### src/rtl/auto_brightness_ctrl.sv
// rtl/auto_brightness_ctrl.sv - frame mean-luma measurement driving binc/bdec step pulses
// Optional LUMA_WEIGHTED_EN selects (2R+5G+B)>>3 luma instead of (R+2G+B)>>2.
module auto_brightness_ctrl #(
  parameter int LOG2_PIX   = 16,
  parameter int HYST       = 8,
  parameter int STEP_SHIFT = 4,
  parameter int MAX_STEPS  = 4,
  parameter int PULSE_GAP  = 3
) (
  input  logic       clk,
  input  logic       reset,
  input  logic       enable,
  input  logic       pix_valid,
  input  logic [7:0] R,
  input  logic [7:0] G,
  input  logic [7:0] B,
  input  logic       frame_en,
  input  logic [7:0] target,
  output logic       binc,
  output logic       bdec,
  output logic [7:0] avg_luma,
  output logic       avg_valid
);

  localparam int SW = 8 + LOG2_PIX;
  localparam int GW = $clog2(PULSE_GAP + 1);

  typedef enum logic [1:0] {IDLE, EVAL, PULSE, GAP} state_t;

  state_t            state, state_next;
  logic [7:0]        luma;
  logic [SW-1:0]     sum, sum_next;
  logic [LOG2_PIX:0] pix_cnt, cnt_next;
  logic              take, full;
  logic [7:0]        snap;
  logic [8:0]        diff, mag, raw;
  logic [3:0]        steps, steps_left;
  logic [GW-1:0]     gap_cnt;
  logic              dir_up;
  logic              clear;

`ifdef LUMA_WEIGHTED_EN
  logic [10:0] luma_wide;
  assign luma_wide = {2'b0, R, 1'b0} + {1'b0, G, 2'b0} + {3'b0, G} + {3'b0, B};
  assign luma      = luma_wide[10:3];
`else
  logic [9:0] luma_wide;
  assign luma_wide = {2'b0, R} + {1'b0, G, 1'b0} + {2'b0, B};
  assign luma      = luma_wide[9:2];
`endif

  assign clear = reset || !enable;

  // The pixel coinciding with frame_en still belongs to the closing frame.
  assign take     = pix_valid && !pix_cnt[LOG2_PIX];
  assign sum_next = sum + (take ? {{LOG2_PIX{1'b0}}, luma} : {SW{1'b0}});
  assign cnt_next = pix_cnt + {{LOG2_PIX{1'b0}}, take};
  assign full     = cnt_next[LOG2_PIX];

  always_ff @(posedge clk) begin
    if (clear) begin
      sum     <= '0;
      pix_cnt <= '0;
      snap    <= '0;
    end else if (frame_en) begin
      sum     <= '0;
      pix_cnt <= '0;
      snap    <= sum_next[SW-1:LOG2_PIX];
    end else begin
      sum     <= sum_next;
      pix_cnt <= cnt_next;
    end
  end

  always_comb begin
    diff  = {1'b0, snap} - {1'b0, target};
    mag   = diff[8] ? (9'd0 - diff) : diff;
    raw   = ((mag - 9'(HYST)) >> STEP_SHIFT) + 9'd1;
    steps = 4'd0;
    if (mag > 9'(HYST))
      steps = (raw > 9'(MAX_STEPS)) ? 4'(MAX_STEPS) : raw[3:0];
  end

  always_comb begin
    state_next = state;
    case (state)
      IDLE:  state_next = IDLE;
      EVAL:  state_next = (steps == 4'd0) ? IDLE : PULSE;
      PULSE: state_next = (steps_left == 4'd1) ? IDLE : GAP;
      GAP:   state_next = (gap_cnt == GW'(1)) ? PULSE : GAP;
      default: state_next = IDLE;
    endcase
    // A new frame boundary always preempts whatever train is in flight.
    if (frame_en)
      state_next = full ? EVAL : IDLE;
    binc = (state == PULSE) && dir_up && !frame_en && !clear;
    bdec = (state == PULSE) && !dir_up && !frame_en && !clear;
  end

  always_ff @(posedge clk) begin
    if (clear) begin
      state      <= IDLE;
      steps_left <= '0;
      gap_cnt    <= '0;
      dir_up     <= 1'b0;
      avg_luma   <= '0;
      avg_valid  <= 1'b0;
    end else begin
      state     <= state_next;
      avg_valid <= 1'b0;
      case (state)
        EVAL: begin
          avg_luma   <= snap;
          avg_valid  <= 1'b1;
          steps_left <= steps;
          dir_up     <= diff[8];
        end
        PULSE: begin
          steps_left <= steps_left - 4'd1;
          gap_cnt    <= GW'(PULSE_GAP);
        end
        GAP:     gap_cnt <= gap_cnt - GW'(1);
        default: ;
      endcase
    end
  end

endmodule

### config.mk
export PLATFORM = sky130hd
export DESIGN_NAME = auto_brightness_ctrl
export DESIGN_NICKNAME = d
export VERILOG_FILES = /design/src/rtl/auto_brightness_ctrl.sv
export SDC_FILE = /design/constraint.sdc
export NUM_CORES = 1
export LEC_CHECK = 0
export CORE_MARGIN = 2
export CORE_UTILIZATION = 51
export DETAILED_ROUTE_END_ITERATION = 12
export PLACE_DENSITY = 0.76
export SLEW_MARGIN = 30
export SYNTH_ARGS = -nofsm -noshare
export SYNTH_HDL_FRONTEND = slang
export SYNTH_SLANG_ARGS = --single-unit
export TNS_END_PERCENT = 5
### constraint.sdc
create_clock -name clk -period 6 [get_ports clk]
set_input_delay 1.8 -clock clk [delete_from_list [all_inputs] [get_ports clk]]
set_output_delay 1.8 -clock clk [all_outputs]
set_load 0.01 [all_outputs]
After elaboration in Yosys (flattened, before gate mapping) --
Cells that the tools add are included. Widths: inputs -> output; s select.
Storage, ports and cells: input port bits 37, register bits after elaboration 67, logic and storage cells 57
Operators by class: add/subtract/negate cells 10, reduce and logical (&&, ||, !) cells 18, multiplexer cells 13, equal/unequal tests 5, order comparisons 2
Operators with widths (count):
- $add 24x8->24 | 1
- $add 17x1->17 | 1
- $add 10x8->10 | 1
- $add 8x9->10 | 1
- $gt 9x4->1 const B | 1
- $mux 9 | 1
- $sub 1x9->9 const A | 1
- $sub 8x8->9 | 1
- $sub 9x4->9 const B | 1
- $mux 4 | 2
- $mux 8 | 1
- $pmux 2 s4 | 1
- $pmux 4 s2 | 1
- $logic_and 1x1->1 | 7
- $add 5x1->6 const B | 1
- $gt 6x3->1 const B | 1
- $mux 2 | 3
- $logic_not 1->1 | 5
- $eq 2x1->1 const B | 2
- $eq 2x2->1 const B | 2
- $eq 4x1->1 const B | 1
- $logic_not 4->1 | 1
- $pmux 2 s2 | 1
- $reduce_bool 2->1 | 2
- 6 further kinds | 8

Logic depth before layout (Yosys ltp) --
depth in word-level cells 12, gate-level depth with buffers 18

Worst setup path after synthesis --
Ideal clock, no wire load.
path kind input port to flip-flop, from input target[0], to register steps_left[0], data required time 5.904 ns, arrival time 5.665 ns, slack 0.240 ns, library setup time 0.096 ns, stages 16, path through ha_1 -> inv_1 -> fa_1 -> a211oi_2 -> nor2_2 -> a221oi_4 -> o21ai_1 -> xnor2_1 -> ha_1 -> xnor3_4 -> xor2_1 -> inv_1 -> ha_1 -> or4_1 -> mux2_4 -> o41ai_2
Between the ends: longest elaborated chain between the ends 9, elaborated cells between the ends (all ways) 10
RTL lines:
- start, declared | RTL line 18 | input logic [7:0] target,
- $sub 8x8->9 * | RTL line 76 | diff = {1'b0, snap} - {1'b0, target};
- $sub 1x9->9 | RTL line 77 | mag = diff[8] ? (9'd0 - diff) : diff;
- $mux 9 * | RTL line 77
- $sub 9x4->9 | RTL line 78 | raw = ((mag - 9'(HYST)) >> STEP_SHIFT) + 9'd1;
- $add 5x1->6 | RTL line 78
- $gt 6x3->1 | RTL line 81 | steps = (raw > 9'(MAX_STEPS)) ? 4'(MAX_STEPS) : raw[3:0];
- $mux 4 | RTL line 81
- $mux 4 * | RTL line 80 | if (mag > 9'(HYST))
- $pmux 4 s2 * | RTL line 111 | case (state)
- end signal, assigned | RTL line 115 | steps_left <= steps;
- end signal, assigned | RTL line 119 | steps_left <= steps_left - 4'd1;
- end, declared | RTL line 37 | logic [3:0] steps, steps_left;
Every way passes the cells marked *; elsewhere a longest branch is shown, timed or not. A chain may end at the register's enable or synchronous reset.

Worst setup path in the final report --
Same ends and word-level chain as after synthesis.

==> metrics.cfg <==
[grt]
grt_overflow_total = 0
grt.total_usage_pct = 20.5
use_met1_pct = 24.6
grt_pass1_wl_mm = 15.0
met2_usage_pct = 35.3
grt_max_degree = 40
gr-usage-met3_pct = 4.86
grt_pass1_vias = 3617
antenna_found_initial = 0
busiest_layer = met2

[clock_tree]
tritoncts = yes
root_buffer = clkbuf_8
h-tree-depth = 3
clock_latency_ns = 0.35
cts.sinks = 67
postCtsSetupBuffers = 0
clockBufferDepth = 2
clkTransAtPathRegs_ns = 0.07
cts_inserted_buffers = 9

[setup_path]
cp_max_fo = 4
crit_path_end_kind = flop
crit_arrival_ns = 6.01
critPathKind = primary input to flop
r2r_setup_slack_ns = 1.76
crit_required_ns = 6.25
r2r_cells = 17
cp-start-kind = primary input

[power_and_ir_drop]
ir_drop_uv = 135
leakage_nw = 1.98
finalPower_mw = 1.11
powerDensity_mw_per_mm2 = 215

[run]
max_cap_violations = 0

[detailed_routing]
firstDrtPassIters = 4
num_vias = 3632
drc = 0
drt_wl_total_mm = 8.76
wl_per_cell_um = 12.9
viasPerCell = 5.36
drt_iter0_markers = 118
drtAntennaViolNets = 0

[floorplanning]
die_h_um = 95.9
core_mm2 = 0.00822
die_w_um = 95.9
num_rows = 33
ios = 48
dieArea_mm2 = 0.00920
start_util_pct = 52.4

[timing]
hold_viol_final = 0
tightest_slew_ns = 0.667
timing.hold.ws_ns = 0.485
slew_headroom_pct = 55.5
fmax_mhz = 174
skew_ns = 0.0104
finalSetupViolCount = 0
finalCriticalPeriod_ns = 5.75
fin_crit_sh_pct = 95.9
rsz0062_at_grt = no
fin_ws_ns = 0.245
maxSlewViolCount = 0

[finish]
utilization_pct = 63.1
syn_to_final_growth_pct = 20.3
nets = 649
drive_gt1_share_pct = 9.62
diodes = 0
final_area_mm2 = 0.00518

[yosys]
yosys_register_bits = 67
synth_edf_count = 0
syn_inst = 503
syn-num-nets = 585
syn_area_mm2 = 0.00431
synth_cell_types = 64
ys_warn_count = 0
ys_async_sr_fraction_pct = 0
syn_avg_cell_area_um2 = 8.56
ys_seq_area_share_pct = 31.1
synthFlopType = dfxtp_1

[placement]
dp_hpwl_mm = 6.82
place_worst_setup_slack_ns = -0.214
gp_congestion = 0.872
port-buffer-count = 47
dpl-instance-area_mm2 = 0.00498

[status]
outcome = finished, final reports clean

[worst_hold_path]
hold_path.class = flop to flop
whs_path_depth = 1

-- logic make-up (layout without fill, tap and decap cells) --
| logic type | after synthesis | count (layout) | synth area share, % |
|---|---|---|---|
| AOI/OAI and AO/OA | 109 | 109 | 16.2 |
| xor gates and xnor gates | 42 | 42 | 9.12 |
| adders and majority gates | 45 | 45 | 14.8 |
| buffers and inverters | 49 | 118 | 4.91 |
| DFF | 67 | 67 | 31.1 |
| muxes | 12 | 12 | 2.93 |
| and+or+nand+nor | 179 | 179 | 20.9 |
-- what timing repair did --
item                                    in CTS  in global routing
gates resized for setup                      0                  2
endpoints found under the setup margin       0                  2
hold endpoints to repair                     0                  0
hold buffers                                 0                  0
-- cells in the mapped netlist (all sizes together) (6+ instances only) --
master,count,share of area [%]
nor2,64,5.6
ha,35,10
or3,10,1.6
buf,6,1.2
a21oi,38,4.4
nand3,12,1.4
nand2,32,2.8
fa,10,4.6
and2,9,1.3
nor3,14,1.6
xnor2,24,4.9
clkbuf,9,0.78
a21o,8,1.4
and3,9,1.3
nor2b,9,1.3
xor2,17,3.6
inv,34,3.0
dfxtp,67,31
mux2i,10,2.3
o21ai,33,3.8
-- stage by stage --
stage          instances  setup TNS (ns)
2_1_floorplan        503               0
3_3_place_gp         661         -0.0585
3_5_place_dp         661          -0.338
4_1_cts              677               0
5_1_grt              677               0
6_report             677               0
-- per-layer routing --
metal / wire length [um] / vias to the layer above
met3: 284 / 12
met5: 0 / -
met1: 3880 / 1707
li1: - / 1868
met4: 140 / 0
met2: 4460 / 45
-- worst paths after layout --
check,startpoint,to
hold reg to reg,gap_cnt[0],gap_cnt[0]
setup / recovery,target[0],steps_left[0]
hold / removal,gap_cnt[0],gap_cnt[0]
setup reg to reg,snap[0],steps_left[0]
-- layout by cell type (no fill, tap or decap), types with 21 or more instances in the layout --
cell and n:
ha_1 35, nand2_1 32, clkdlybuf4s50_1 47, a21oi_1 38
nor2_1 63, o21ai_0 27, dfxtp_1 67, buf_4 21
xnor2_1 24, inv_1 34
-- report_power, final --
part | internal, mW | switching, mW | leakage, nW
registers | 0.449 | 0.00275 | 0.541
clock network | 0.173 | 0.180 | 0.0880
logic | 0.157 | 0.153 | 1.35
total | 0.779 | 0.336 | 1.98
-- cell type report --
cell class	instances	area, um2
Clock buffer	11	151
Clock inverter	5	36.3
Fill cell	713	3040
Inverter	34	128
Multi-Input combinational cell	387	2770
Sequential cell	67	1340
Tap cell	105	131
Timing Repair Buffer	68	628
-- registers in the layout (all words and copies together) (netlist names) --
name        flops
steps_left      4
avg_valid       1
pix_cnt        17
gap_cnt         2
state           2
snap            8
dir_up          1
sum            24
avg_luma        8
-- worst max-delay path, stage by stage --
cell and delay [ns]:
clkdlybuf4s50_1 0.46, ha_1 0.16, inv_1 0.06, fa_1 0.40, a211oi_2 0.27, nor2_2 0.10, a221oi_4 0.29, o21ai_2 0.12
xnor2_1 0.15, ha_1 0.23, xnor3_4 0.45, xor2_2 0.16, inv_1 0.07, ha_1 0.22, or4_1 0.51, mux2_4 0.28
o41ai_2 0.29
Note: power is estimated with default switching activity, not from simulation.
